[config.mk]
export PLATFORM = sky130hd
export DESIGN_NAME = jtag_scan_master
export DESIGN_NICKNAME = d
export VERILOG_FILES = /design/src/rtl/jtag_pkg.sv /design/src/rtl/jtag_tck_gen.sv /design/src/rtl/jtag_scan_master.sv
export SDC_FILE = /design/constraint.sdc
export NUM_CORES = 1
export LEC_CHECK = 0
export BUFFER_PORTS_ARGS = -buffer_cell sky130_fd_sc_hd__buf_2
export CAP_MARGIN = 20
export CORE_MARGIN = 2
export CORE_UTILIZATION = 38
export DETAILED_ROUTE_END_ITERATION = 12
export PLACE_DENSITY = 0.57
export SLEW_MARGIN = 10
export SYNTH_ARGS = -nofsm -noshare
export SYNTH_HDL_FRONTEND = slang
export SYNTH_HIERARCHICAL = 1
export SYNTH_SLANG_ARGS = --single-unit
[constraint.sdc]
create_clock -name CLK100MHZ -period 5.3 [get_ports CLK100MHZ]
set_clock_uncertainty 0.15 [all_clocks]
set_input_delay 0.53 -clock CLK100MHZ [delete_from_list [all_inputs] [get_ports CLK100MHZ]]
set_output_delay 0.53 -clock CLK100MHZ [all_outputs]
set_load 0.02 [all_outputs]
[src/rtl/jtag_pkg.sv]
// Shared definitions for the JTAG scan master: controller states, TAP
// walk constants and the IR opcodes understood by the OnboardTop TAP.
package jtag_pkg;

    // Mirror of the target TAP state as seen by the master.
    typedef enum logic [3:0] {
        S_TLR,
        S_IDLE,
        S_SEL_DR,
        S_SEL_IR,
        S_CAPTURE,
        S_SHIFT,
        S_EXIT1,
        S_UPDATE,
        S_DONE
    } state_e;

    // TCK periods with TMS=1 that force any TAP into Test-Logic-Reset.
    localparam int TLR_CYCLES = 5;

    // TMS values from Run-Test/Idle to Shift, bit 0 presented first.
    localparam logic [2:0] TMS_PRE_DR = 3'b001;
    localparam logic [3:0] TMS_PRE_IR = 4'b0011;

    // OnboardTop instruction opcodes.
    localparam logic [3:0] IR_SAMPLE = 4'b0001;
    localparam logic [3:0] IR_INTEST = 4'b0011;
    localparam logic [3:0] IR_BYPASS = 4'b1111;

endpackage

[src/rtl/jtag_tck_gen.sv]
// TCK divider. Each TCK half-period lasts TCK_DIV clocks. fall_stb marks the
// end of a high phase (TMS/TDI update point), rise_stb the end of a low phase
// (TDO sample point). When run drops, the current high phase is completed and
// TCK then parks low. Starting from park emits an immediate fall_stb so the
// first TMS value is set up a full low phase before the first rising edge.
module jtag_tck_gen #(
    parameter int TCK_DIV = 4
) (
    input  logic clk_i,
    input  logic rst_ni,
    input  logic run_i,
    output logic tck_o,
    output logic rise_stb_o,
    output logic fall_stb_o
);

    localparam int CW = (TCK_DIV > 1) ? $clog2(TCK_DIV) : 1;
    localparam logic [CW-1:0] CNT_MAX = CW'(TCK_DIV - 1);

    logic [CW-1:0] cnt_q, cnt_d;
    logic          tck_q, tck_d;
    logic          act_q, act_d;
    logic          phase_end;

    // Phase counter, TCK toggle and park/unpark control.
    always_comb begin
        cnt_d      = cnt_q;
        tck_d      = tck_q;
        act_d      = act_q;
        phase_end  = act_q && (cnt_q == CNT_MAX);
        rise_stb_o = phase_end && !tck_q;
        fall_stb_o = (phase_end && tck_q) || (!act_q && run_i);
        if (!act_q) begin
            cnt_d = '0;
            tck_d = 1'b0;
            act_d = run_i;
        end else if (phase_end) begin
            cnt_d = '0;
            tck_d = !tck_q;
            if (tck_q && !run_i) begin
                act_d = 1'b0;
            end
        end else begin
            cnt_d = cnt_q + 1'b1;
        end
    end

    // Divider state register.
    always_ff @(posedge clk_i or negedge rst_ni) begin
        if (!rst_ni) begin
            cnt_q <= '0;
            tck_q <= 1'b0;
            act_q <= 1'b0;
        end else begin
            cnt_q <= cnt_d;
            tck_q <= tck_d;
            act_q <= act_d;
        end
    end

    assign tck_o = tck_q;

endmodule

[src/rtl/jtag_scan_master.sv]
// JTAG scan initiator. Accepts one IR or DR scan command, walks the target
// TAP from Run-Test/Idle to Shift, shifts len bits (bit 0 first), passes
// Exit1/Update back to Idle and presents the captured TDO bits. TMS/TDI are
// updated on the TCK falling strobe; the TAP mirror advances and TDO is
// sampled on the rising strobe.
// Handshake: start is a one-cycle strobe honoured only while busy is low;
// done pulses for one cycle when tdo_data is valid; err pulses one cycle
// after a start carrying an out-of-range len, which is otherwise dropped.
module jtag_scan_master
    import jtag_pkg::*;
#(
    parameter  int MAX_LEN = 32,
    parameter  int TCK_DIV = 4,
    localparam int LEN_W   = $clog2(MAX_LEN + 1)
) (
    input  logic               CLK100MHZ,
    input  logic               CPU_RESETN,
    input  logic               start,
    input  logic               is_ir,
    input  logic [LEN_W-1:0]   len,
    input  logic [MAX_LEN-1:0] tdi_data,
    output logic [MAX_LEN-1:0] tdo_data,
    output logic               busy,
    output logic               done,
    output logic               err,
    output logic               jtag_tck,
    output logic               jtag_tms,
    output logic               jtag_tdi,
    input  logic               jtag_tdo
);

    state_e             state_q, state_d;
    logic               busy_q, busy_d;
    logic               err_q, err_d;
    logic               tms_q, tms_d;
    logic               tdi_q, tdi_d;
    logic [2:0]         tlr_q, tlr_d;
    logic               is_ir_q, is_ir_d;
    logic [LEN_W-1:0]   len_q, len_d;
    logic [LEN_W-1:0]   cnt_q, cnt_d;
    logic [MAX_LEN-1:0] sh_in_q, sh_in_d;
    logic [MAX_LEN-1:0] tdo_q, tdo_d;
    logic [LEN_W-1:0]   bit_idx;
    logic               len_ok;
    logic               rise_stb;
    logic               fall_stb;

    jtag_tck_gen #(
        .TCK_DIV (TCK_DIV)
    ) u_tck_gen (
        .clk_i      (CLK100MHZ),
        .rst_ni     (CPU_RESETN),
        .run_i      (busy_q),
        .tck_o      (jtag_tck),
        .rise_stb_o (rise_stb),
        .fall_stb_o (fall_stb)
    );

    // Command accept, TMS/TDI drive on falling strobes, TAP walk and TDO capture on rising strobes.
    always_comb begin
        state_d = state_q;
        busy_d  = busy_q;
        err_d   = 1'b0;
        tms_d   = tms_q;
        tdi_d   = tdi_q;
        tlr_d   = tlr_q;
        is_ir_d = is_ir_q;
        len_d   = len_q;
        cnt_d   = cnt_q;
        sh_in_d = sh_in_q;
        tdo_d   = tdo_q;
        bit_idx = len_q - cnt_q - LEN_W'(1);
        len_ok  = (len != '0) && (len <= LEN_W'(MAX_LEN));

        if (!busy_q && (state_q == S_IDLE || state_q == S_DONE)) begin
            state_d = S_IDLE;
            if (start) begin
                if (len_ok) begin
                    busy_d  = 1'b1;
                    is_ir_d = is_ir;
                    len_d   = len;
                    cnt_d   = len - LEN_W'(1);
                    sh_in_d = tdi_data;
                    tdo_d   = '0;
                end else begin
                    err_d = 1'b1;
                end
            end
        end

        if (fall_stb && busy_q) begin
            tdi_d = 1'b0;
            case (state_q)
                S_TLR:     tms_d = (tlr_q < 3'(TLR_CYCLES));
                S_IDLE:    tms_d = TMS_PRE_DR[0];
                S_SEL_DR:  tms_d = is_ir_q ? TMS_PRE_IR[1] : TMS_PRE_DR[1];
                S_SEL_IR:  tms_d = TMS_PRE_IR[2];
                S_CAPTURE: tms_d = is_ir_q ? TMS_PRE_IR[3] : TMS_PRE_DR[2];
                S_SHIFT: begin
                    tms_d   = (cnt_q == '0);
                    tdi_d   = sh_in_q[0];
                    sh_in_d = sh_in_q >> 1;
                end
                S_EXIT1:   tms_d = 1'b1;
                S_UPDATE:  tms_d = 1'b0;
                default:   tms_d = tms_q;
            endcase
        end

        if (rise_stb && busy_q) begin
            case (state_q)
                S_TLR: begin
                    if (tlr_q == 3'(TLR_CYCLES)) begin
                        state_d = S_IDLE;
                        busy_d  = 1'b0;
                    end else begin
                        tlr_d = tlr_q + 3'd1;
                    end
                end
                S_IDLE:    state_d = S_SEL_DR;
                S_SEL_DR:  state_d = is_ir_q ? S_SEL_IR : S_CAPTURE;
                S_SEL_IR:  state_d = S_CAPTURE;
                S_CAPTURE: state_d = S_SHIFT;
                S_SHIFT: begin
                    for (int i = 0; i < MAX_LEN; i++) begin
                        if (LEN_W'(i) == bit_idx) begin
                            tdo_d[i] = jtag_tdo;
                        end
                    end
                    if (cnt_q == '0) begin
                        state_d = S_EXIT1;
                    end else begin
                        cnt_d = cnt_q - LEN_W'(1);
                    end
                end
                S_EXIT1:   state_d = S_UPDATE;
                S_UPDATE: begin
                    state_d = S_DONE;
                    busy_d  = 1'b0;
                end
                default:   state_d = state_q;
            endcase
        end
    end

    // Controller registers; reset forces the TLR walk with TMS held high.
    always_ff @(posedge CLK100MHZ or negedge CPU_RESETN) begin
        if (!CPU_RESETN) begin
            state_q <= S_TLR;
            busy_q  <= 1'b1;
            err_q   <= 1'b0;
            tms_q   <= 1'b1;
            tdi_q   <= 1'b0;
            tlr_q   <= '0;
            is_ir_q <= 1'b0;
            len_q   <= '0;
            cnt_q   <= '0;
            sh_in_q <= '0;
            tdo_q   <= '0;
        end else begin
            state_q <= state_d;
            busy_q  <= busy_d;
            err_q   <= err_d;
            tms_q   <= tms_d;
            tdi_q   <= tdi_d;
            tlr_q   <= tlr_d;
            is_ir_q <= is_ir_d;
            len_q   <= len_d;
            cnt_q   <= cnt_d;
            sh_in_q <= sh_in_d;
            tdo_q   <= tdo_d;
        end
    end

    assign tdo_data = tdo_q;
    assign busy     = busy_q;
    assign done     = (state_q == S_DONE);
    assign err      = err_q;
    assign jtag_tms = tms_q;
    assign jtag_tdi = tdi_q;

endmodule

==> results of run 1 <==
## repair_timing
| item | CTS | global route |
|---|---|---|
| gates resized for setup | 0 | 0 |
| endpoints found under the setup margin | 0 | 0 |
| endpoints found under the hold margin | 27 | 0 |
| hold buffers | 1 | 0 |
| buffers inserted | 0 | 0 |
## cells in the mapped netlist, types with 3 or more instances
master,instances,area [um2]
nand3_1,7,35.0
dfrtp_1,90,2250
nor2_1,15,56.3
mux2i_1,65,651
clkbuf_1,23,86.3
nand2_1,96,360
buf_2,3,15.0
o31ai_1,4,30.0
nand4b_1,8,70.1
inv_1,15,56.3
ha_1,11,138
and2_1,4,25.0
xnor2_1,8,70.1
a21oi_1,11,55.1
o21ai_0,40,200
nand2b_1,4,25.0
nand4_1,25,156
xor2_1,5,43.8
nor3_1,9,45.0
o22ai_1,3,18.8
a21o_1,4,30.0
## per-stage QoR
step	hold WS, ps	total power [mW]	area (um2)	instances
after floorplan	84.4	2.31	4860	495
after global placement	277	2.71	5380	719
after detailed placement	289	2.78	5390	720
after CTS	232	3.41	5680	737
after global routing	243	3.68	5720	739
final	235	3.42	5720	739
## cell usage in the layout, fill, tap and decap left out, types with 2 or more instances in the layout
| cell type | count |
|---|---|
| and2_1 | 4 |
| o221a_2 | 2 |
| nor2_1 | 14 |
| nand4b_1 | 8 |
| o21ai_0 | 40 |
| clkbuf_1 | 3 |
| o22ai_1 | 3 |
| nor3_1 | 9 |
| o31ai_1 | 4 |
| o21a_1 | 2 |
| and3b_1 | 2 |
| xor2_1 | 5 |
| nand3_1 | 7 |
| a22o_1 | 2 |
| clkbuf_8 | 3 |
| xnor2_1 | 7 |
| nand2b_1 | 3 |
| mux2i_1 | 65 |
| dfstp_2 | 2 |
| buf_4 | 6 |
| nor3b_2 | 2 |
| o22a_1 | 2 |
| ha_1 | 11 |
| a21o_1 | 4 |
| a211oi_1 | 2 |
| inv_1 | 15 |
| a21oi_1 | 11 |
| clkbuf_16 | 9 |
| nand4_1 | 25 |
| buf_2 | 79 |
| nand2_1 | 96 |
| dfrtp_1 | 90 |
## cell families after synthesis
group                      after synthesis  share of synthesized area, %
muxes                                   66                          13.6
AOI/OAI and AO/OA                       83                          10.7
and+or+nand+nor                        183                          18.7
buffers and inverters                   46                          4.02
DFF                                     92                          47.4
xor gates and xnor gates                13                          2.34
adders and majority gates               12                          3.24
## cell type report
type	count	area (um2)
fill	1213	6850
multi-input combinational	357	2380
sequential	92	2300
timing repair buffer	87	478
clock buffer	15	278
tap	172	215
inverter	15	56.3
clock inverter	1	5.00
## worst paths after layout
check / start / end / slack, ps / cells past startpoint
worst max-delay path: u_tck_gen/cnt_q[0] / tdo_data[18] / 2240 / 7
worst min-delay path: is_ir / is_ir_q / 240 / 3
worst max register to register: u_tck_gen/cnt_q[0] / tdo_data[18] / 2240 / 7
worst min register to register: u_tck_gen/cnt_q[0] / u_tck_gen/cnt_q[0] / 290 / 1
max in group asynchronous: CPU_RESETN / sh_in_q[2] / 3360 / 3
min in group asynchronous: CPU_RESETN / sh_in_q[28] / 520 / 2
## power by group through the flow
stage	Clock (mW)	Combinational [mW]	Sequential, mW
floorplan	0	1.02	1.29
global placement	0	1.50	1.21
detailed placement	0	1.56	1.22
CTS	0.635	1.56	1.21
global route	0.665	1.76	1.26
finish	0.620	1.59	1.21
## routing by layer
metal  vias up  global-route usage (%)  part of all wire (%)
met4         0                    6.12                   1.5
met3        13                    5.46                   6.3
met1      1835                    24.2                    47
met5         -                       0                     0
met2        80                    26.5                    46
li1       1886                       -                     -
## worst min-delay path, stage by stage
cell	delay [ps]
buf_2	80
nand2_1	40
nand2_1	50
## state kept, by name, indices dropped and copies added (netlist names)
signal	flops
busy	1
cnt_q	6
u_tck_gen/cnt_q	2
tlr_q	3
err	1
jtag_tms	1
jtag_tdi	1
tdo_data	32
state_q	4
is_ir_q	1
len_q	6
sh_in_q	32
u_tck_gen/tck_o	1
u_tck_gen/act_q	1
==> flow_metrics.env, run 1 <==
export IMPL_slew_viol_final=0
export IMPL_synth_fp_nets=550
export IMPL_cts_root_buf="clkbuf_16"
export IMPL_drc=0
export IMPL_vias_per_cell=5.16
export IMPL_switching_power_mw=1.49
export IMPL_max_freq_mhz=327
export IMPL_crit_fanout=8
export IMPL_clk_latency_ps=350
export IMPL_critPathRequiredTime_ps=5330
export IMPL_grt_usage_pct=17.6
export IMPL_cp_top_family="simple AND/OR/NAND/NOR gates"
export IMPL_status="complete, no violations"
export IMPL_ir_worst_vdd_uv=251
export IMPL_drt_total_wl_um=11400
export IMPL_drive_above_1_share_pct=20.3
export IMPL_fin_crit_ps=3060
export IMPL_async_reset_ff_share_pct=100
export IMPL_start_kind="register"
export IMPL_cp_slowest_cell="nor3_1"
export IMPL_coreArea_um2=12600
export IMPL_yosys_most_used_dff="dfrtp_1"
export IMPL_htreeDepth=3
export IMPL_setup_tns_ps=0
export IMPL_fin_crit_sh_pct=57.8
export IMPL_fp_dieH_um=117
export IMPL_switching_share_pct=43.6
export IMPL_crit_chain="ha_1 > and3b_2 > and3b_1 > nand2_1 > nor3_1 > nand4_1 > mux2i_1"
export IMPL_tightest_slew_ps=1140
export IMPL_p_leak_nw=2.90
export IMPL_rsz0062_at_grt="no"
export IMPL_ios=81
export IMPL_die_area_um2=13700
export IMPL_grt_pass1_wl_um=18700
export IMPL_clk_pin_slew_ps=60
export IMPL_core_rowCount=41
export IMPL_setup_viol=0
export IMPL_internal_power_mw=1.93
export IMPL_antenna_cells=0
export IMPL_critPathArrivalTime_ps=3090
export IMPL_ys_types=56
export IMPL_power_density_nw_per_um2=599
export IMPL_p_comb_share_pct=46.5
export IMPL_io_buffer_count=80
export IMPL_critPathKind="register to register"
export IMPL_antenna_found_initial=1
export IMPL_yosys_warnings=6
export IMPL_grt_max_degree=76
export IMPL_dr_pass1_iters=4
export IMPL_path_buf_inv=0
export IMPL_place_ws_ps=2020
export IMPL_wl_per_cell_um=15.4
export IMPL_pwr_share_seq_pct=35.4
export IMPL_vias=3814
export IMPL_netlist_instances=495
export IMPL_syn_area_um2=4860
export IMPL_cts_buffers=9
export IMPL_yosys_register_bits=92
export IMPL_drtIter0Drc=196
export IMPL_clockBufferDepth=2
export IMPL_gp_congestion=0.814
export IMPL_hold_violations=0
export IMPL_area_growth_pct=17.7
export IMPL_synth_edf_count=0
export IMPL_clock_sinks=92
export IMPL_dp_hpwl_um=7690
export IMPL_cts_tree="done"
export IMPL_start_util_pct=38.7
export IMPL_maxCapViolations=0
export IMPL_holdCritPathClass="input pin to register"
export IMPL_critPathMaxStageDelay_ps=900
export IMPL_utilization_pct=45.5
export IMPL_ys_seq_area_share_pct=47.4
export IMPL_p_clk_share_pct=18.1
export IMPL_critPathCaptureType="register"
export IMPL_postSynthAreaPerCell_um2=9.82
export IMPL_postRouteAntennaNets=0
export IMPL_grt_pass1_vias=3707
export IMPL_finalNetCount=617
export IMPL_fp_dieW_um=117
export IMPL_relSlewSlack_pct=23.4
export IMPL_timing_final_ws_setup_ps=2240
export IMPL_grt_overflow=0
Power figures use the tool's default switching activity.
==> inputs of run 2 (changes only) <==
Clock period 5.3 ns to 2.95 ns, I/O delays scaled along.
==> flow_metrics.env, run 2 (same netlist as run 1, synthesis figures left out) <==
export IMPL_utilization_pct=46.7
export IMPL_relSlewSlack_pct=36.2
export IMPL_grt_usage_pct=17.5
export IMPL_fp_dieH_um=117
export IMPL_fin_crit_sh_pct=90.8
export IMPL_finalNetCount=632
export IMPL_fin_cells=754
export IMPL_coreArea_um2=12600
export IMPL_core_rowCount=41
export IMPL_clk_latency_ps=340
export IMPL_vias=3945
export IMPL_postRouteAntennaNets=0
export IMPL_rsz0062_at_grt="no"
export IMPL_crit_path_frequent_cell="inv_1"
export IMPL_max_freq_mhz=374
export IMPL_status="complete, no violations"
export IMPL_power_density_nw_per_um2=1080
export IMPL_tightest_slew_ps=956
export IMPL_setup_viol=0
export IMPL_drtIter0Drc=245
export IMPL_clockBufferDepth=2
export IMPL_grt_overflow=0
export IMPL_drt_total_wl_um=11500
export IMPL_io_buffer_count=80
export IMPL_area_growth_pct=20.6
export IMPL_cts_tree="done"
export IMPL_slew_viol_final=0
export IMPL_antenna_cells=0
export IMPL_dp_cells=737
export IMPL_crit_chain="inv_1 > ha_1 > inv_1 > fa_1 > nand2b_1 > a21oi_1 > xnor2_1 > buf_4 > nand4_1 > mux2i_1"
export IMPL_critPathRequiredTime_ps=2970
export IMPL_cts_root_buf="clkbuf_16"
export IMPL_dr_pass1_iters=4
export IMPL_critPathCaptureType="register"
export IMPL_antenna_found_initial=0
export IMPL_clock_sinks=92
export IMPL_critPathArrivalTime_ps=2700
export IMPL_wl_met2_um=5220
export IMPL_wl_met1_um=5450
export IMPL_start_kind="register"
export IMPL_ir_worst_vdd_uv=421
export IMPL_gp_congestion=0.814
export IMPL_holdCritPathClass="input pin to register"
export IMPL_cts_buffers=9
export IMPL_cts_hold_buf=1
export IMPL_drive_above_1_share_pct=22.5
export IMPL_wl_per_cell_um=15.2
export IMPL_cts_setup_buffers=0
export IMPL_die_area_um2=13700
export IMPL_highest_layer="met4"
export IMPL_start_util_pct=38.7
export IMPL_setup_tns_ps=0
export IMPL_critPathKind="register to register"
export IMPL_fp_dieW_um=117
export IMPL_final_common_cell="nand2_1"
export IMPL_p_leak_nw=2.98
export IMPL_ios=81
export IMPL_hold_violations=0
export IMPL_grt_max_degree=65
export IMPL_maxCapViolations=0
export IMPL_postCtsResizedCells=0
export IMPL_htreeDepth=3
export IMPL_final_cell_mix="96 x nand2_1, 90 x dfrtp_1, 79 x buf_2, 65 x mux2i_1, 40 x o21ai_0"
export IMPL_dp_hpwl_um=8030
export IMPL_crit_fanout=16
export IMPL_fillers=1208
export IMPL_critPathMaxStageDelay_ps=440
export IMPL_met3WireLength_um=663
export IMPL_clk_pin_slew_ps=60
export IMPL_vias_per_cell=5.23
export IMPL_fin_crit_ps=2680
export IMPL_grt_pass1_vias=3796
export IMPL_grt_pass1_wl_um=18800
export IMPL_drc=0
export IMPL_cp_slowest_cell="fa_1"
-- run 2: final cells by class --
| cell class | count | area, um2 | area share (%) |
|---|---|---|---|
| Clock buffer | 12 | 246 | 4.20 |
| Clock inverter | 4 | 50.0 | 0.854 |
| Inverter | 15 | 56.3 | 0.960 |
| Multi-Input combinational cell | 357 | 2380 | 40.6 |
| Sequential cell | 92 | 2300 | 39.3 |
| Tap cell | 172 | 215 | 3.67 |
| Timing Repair Buffer | 102 | 608 | 10.4 |
-- run 2: worst paths after layout --
path | from | slack [ps] | endpoint | cells after the start
max | cnt_q[0] | 270 | tdo_data[4] | 10
max reg2reg | cnt_q[0] | 270 | tdo_data[4] | 10
min | is_ir | 40 | is_ir_q | 3
max in group asynchronous | CPU_RESETN | 1570 | jtag_tms | 3
min in group asynchronous | CPU_RESETN | 350 | sh_in_q[28] | 2
min reg2reg | u_tck_gen/cnt_q[0] | 300 | u_tck_gen/cnt_q[0] | 1
-- run 2: power breakdown --
group	switching [mW]	total (mW)	internal (mW)
Clock	0.474	1.15	0.679
Combinational	1.86	2.99	1.13
Sequential	0.380	2.17	1.79
-- run 2: per-stage QoR --
stage               cell area [um2]  hold WS, ps  total power, mW  worst slack, ps
global route                   5860         37.8             6.77             69.6
finish                         5860         41.4             6.32              273
detailed placement             5560          198             5.14              330
CTS                            5860         38.4             6.33              296
global placement               5560          197             5.04              375
floorplan                      4860         -151             4.15              202
-- run 2: layer usage --
layer  vias to the layer above  GRT usage [%]
met5                         -              0
met4                         0           4.47
met3                        14           5.05
met2                       105           26.9
met1                      1905           24.5
li1                       1921              -
-- run 2: worst max-delay path: cells and delay by family (launching register included) --
family,cells,cell delay [ps]
flip-flops,1,420
AO/OA/AOI/OAI,1,240
multiplexers,1,150
buffers and inverters,3,400
adder cells (fa/ha/maj),2,630
AND/OR/NAND/NOR,2,370
XOR/XNOR,1,160
==> inputs of run 3 (changes only) <==
Settings changed: CORE_ASPECT_RATIO set to 1.75.
Clock period 2.95 ns to 3.1 ns, I/O delays scaled along.
==> flow_metrics.env, run 3 (same netlist as run 1, synthesis figures left out) <==
export IMPL_status="complete, no violations"
export IMPL_grt_usage_pct=18.2
export IMPL_dp_cells=731
export IMPL_grt_overflow=0
export IMPL_crit_fanout=5
export IMPL_ios=81
export IMPL_cts_tree="done"
export IMPL_power_density_nw_per_um2=1030
export IMPL_ir_worst_vdd_uv=622
export IMPL_rrSetupSlack_ps=330
export IMPL_antenna_cells=0
export IMPL_final_cell_mix="96 x nand2_1, 90 x dfrtp_1, 79 x buf_2, 65 x mux2i_1, 40 x o21ai_0"
export IMPL_critPathMaxStageDelay_ps=440
export IMPL_cp_top_family="adder cells"
export IMPL_crit_path_frequent_cell="inv_1"
export IMPL_wl_per_cell_um=15.7
export IMPL_clk_latency_ps=340
export IMPL_cts_root_buf="clkbuf_16"
export IMPL_reg2reg_to="tdo_data[26]"
export IMPL_grt_use_met2_pct=32.5
export IMPL_drive_above_1_share_pct=22.6
export IMPL_vias=3893
export IMPL_fin_crit_sh_pct=89.4
export IMPL_hold_violations=0
export IMPL_grt_pass1_wl_um=19700
export IMPL_critPathArrivalTime_ps=2790
export IMPL_die_area_um2=13700
export IMPL_crit_chain="inv_1 > ha_1 > inv_1 > fa_1 > nand2b_1 > o22a_1 > o22ai_1 > buf_4 > nand4_1 > mux2i_1"
export IMPL_cts_hold_buf=1
export IMPL_grt_use_met3_pct=3.27
export IMPL_slew_viol_final=0
export IMPL_drt_total_wl_um=11800
export IMPL_io_buffer_count=80
export IMPL_relSlewSlack_pct=40.4
export IMPL_postRouteAntennaNets=0
export IMPL_stdcell_area_um2=5870
export IMPL_drtIter0Drc=178
export IMPL_dr_pass1_iters=4
export IMPL_drc=0
export IMPL_fin_cells=748
export IMPL_min_to="is_ir_q"
export IMPL_critPathKind="register to register"
export IMPL_grtUsageMet1_pct=20.5
export IMPL_max_freq_mhz=361
export IMPL_hold_path_startpoint="is_ir"
export IMPL_whs_ps=11.9
export IMPL_fillers=1236
export IMPL_clock_sinks=92
export IMPL_dp_hpwl_um=8630
export IMPL_clockBufferDepth=2
export IMPL_finalNetCount=630
export IMPL_critPathRequiredTime_ps=3110
export IMPL_post_dp_cell_area_um2=5550
export IMPL_critPathCaptureType="register"
export IMPL_fin_crit_ps=2770
export IMPL_coreArea_um2=12500
export IMPL_utilization_pct=47.0
export IMPL_grt_max_degree=54
export IMPL_tightest_slew_ps=893
export IMPL_grt_busiest_layer="met2"
export IMPL_holdCritPathClass="input pin to register"
export IMPL_rsz0062_at_grt="no"
export IMPL_fp_dieH_um=154
export IMPL_vias_per_cell=5.20
export IMPL_p_leak_nw=2.99
export IMPL_start_kind="register"
export IMPL_cts_buffers=9
export IMPL_gp_congestion=0.845
export IMPL_area_growth_pct=20.8
export IMPL_final_common_cell="nand2_1"
export IMPL_postCtsResizedCells=0
export IMPL_setup_viol=0
export IMPL_start_util_pct=38.9
export IMPL_reg2reg_from="cnt_q[0]"
export IMPL_core_rowCount=54
export IMPL_setup_tns_ps=0
export IMPL_ff2ff_path_depth=10
export IMPL_cts_setup_buffers=0
export IMPL_grt_pass1_vias=3995
export IMPL_clk_pin_slew_ps=70
export IMPL_antenna_found_initial=0
export IMPL_cp_slowest_cell="fa_1"
export IMPL_htreeDepth=3
export IMPL_path_buf_inv=3
export IMPL_maxCapViolations=0
export IMPL_whs_path_depth=3
export IMPL_fp_dieW_um=89.5
==> run 3: per-layer routing <==
layer  share of wire (%)  vias to the layer above
met5                   0                        -
met1                  38                     1896
li1                    -                     1904
met2                  55                       74
met4                 3.1                        0
met3                 3.1                       19
==> run 3: power breakdown <==
group          internal, mW  total (mW)  switching (mW)
clock network         0.671        1.14           0.465
logic                  1.10        2.83            1.73
registers              1.70        2.06           0.357
==> run 3: worst max path at each step <==
| stage | from | to | cells past startpoint | slack (ps) |
|---|---|---|---|---|
| after floorplan | cnt_q[0] | tdo_data[30] | 10 | 350 |
| after global placement | cnt_q[0] | tdo_data[24] | 10 | 430 |
| after detailed placement | len[0] | cnt_q[0] | 9 | 350 |
| after CTS | cnt_q[0] | tdo_data[9] | 10 | 330 |
| after global routing | cnt_q[0] | tdo_data[24] | 10 | 150 |
| final | cnt_q[0] | tdo_data[26] | 10 | 330 |
==> run 3: tightest hold or removal path, delay by kind of cell <==
family | cells | cell delay [ps]
buf+inv | 1 | 70
simple gates | 2 | 80
==> run 3: stage by stage <==
step | setup WS [ps] | total power [mW]
6_report | 329 | 6.02
5_1_grt | 153 | 6.47
4_1_cts | 332 | 6.06
3_5_place_dp | 355 | 4.90
3_3_place_gp | 434 | 4.81
2_1_floorplan | 352 | 3.95
==> run 3: layout make-up <==
type                       count  area, um2  share of cell area (%)
timing repair buffer         100        606                    10.3
tap                          168        210                    3.58
clock inverter                 5       58.8                    1.00
sequential                    92       2300                    39.3
clock buffer                  11        253                    4.31
multi-input combinational    357       2380                    40.6
inverter                      15       56.3                   0.959
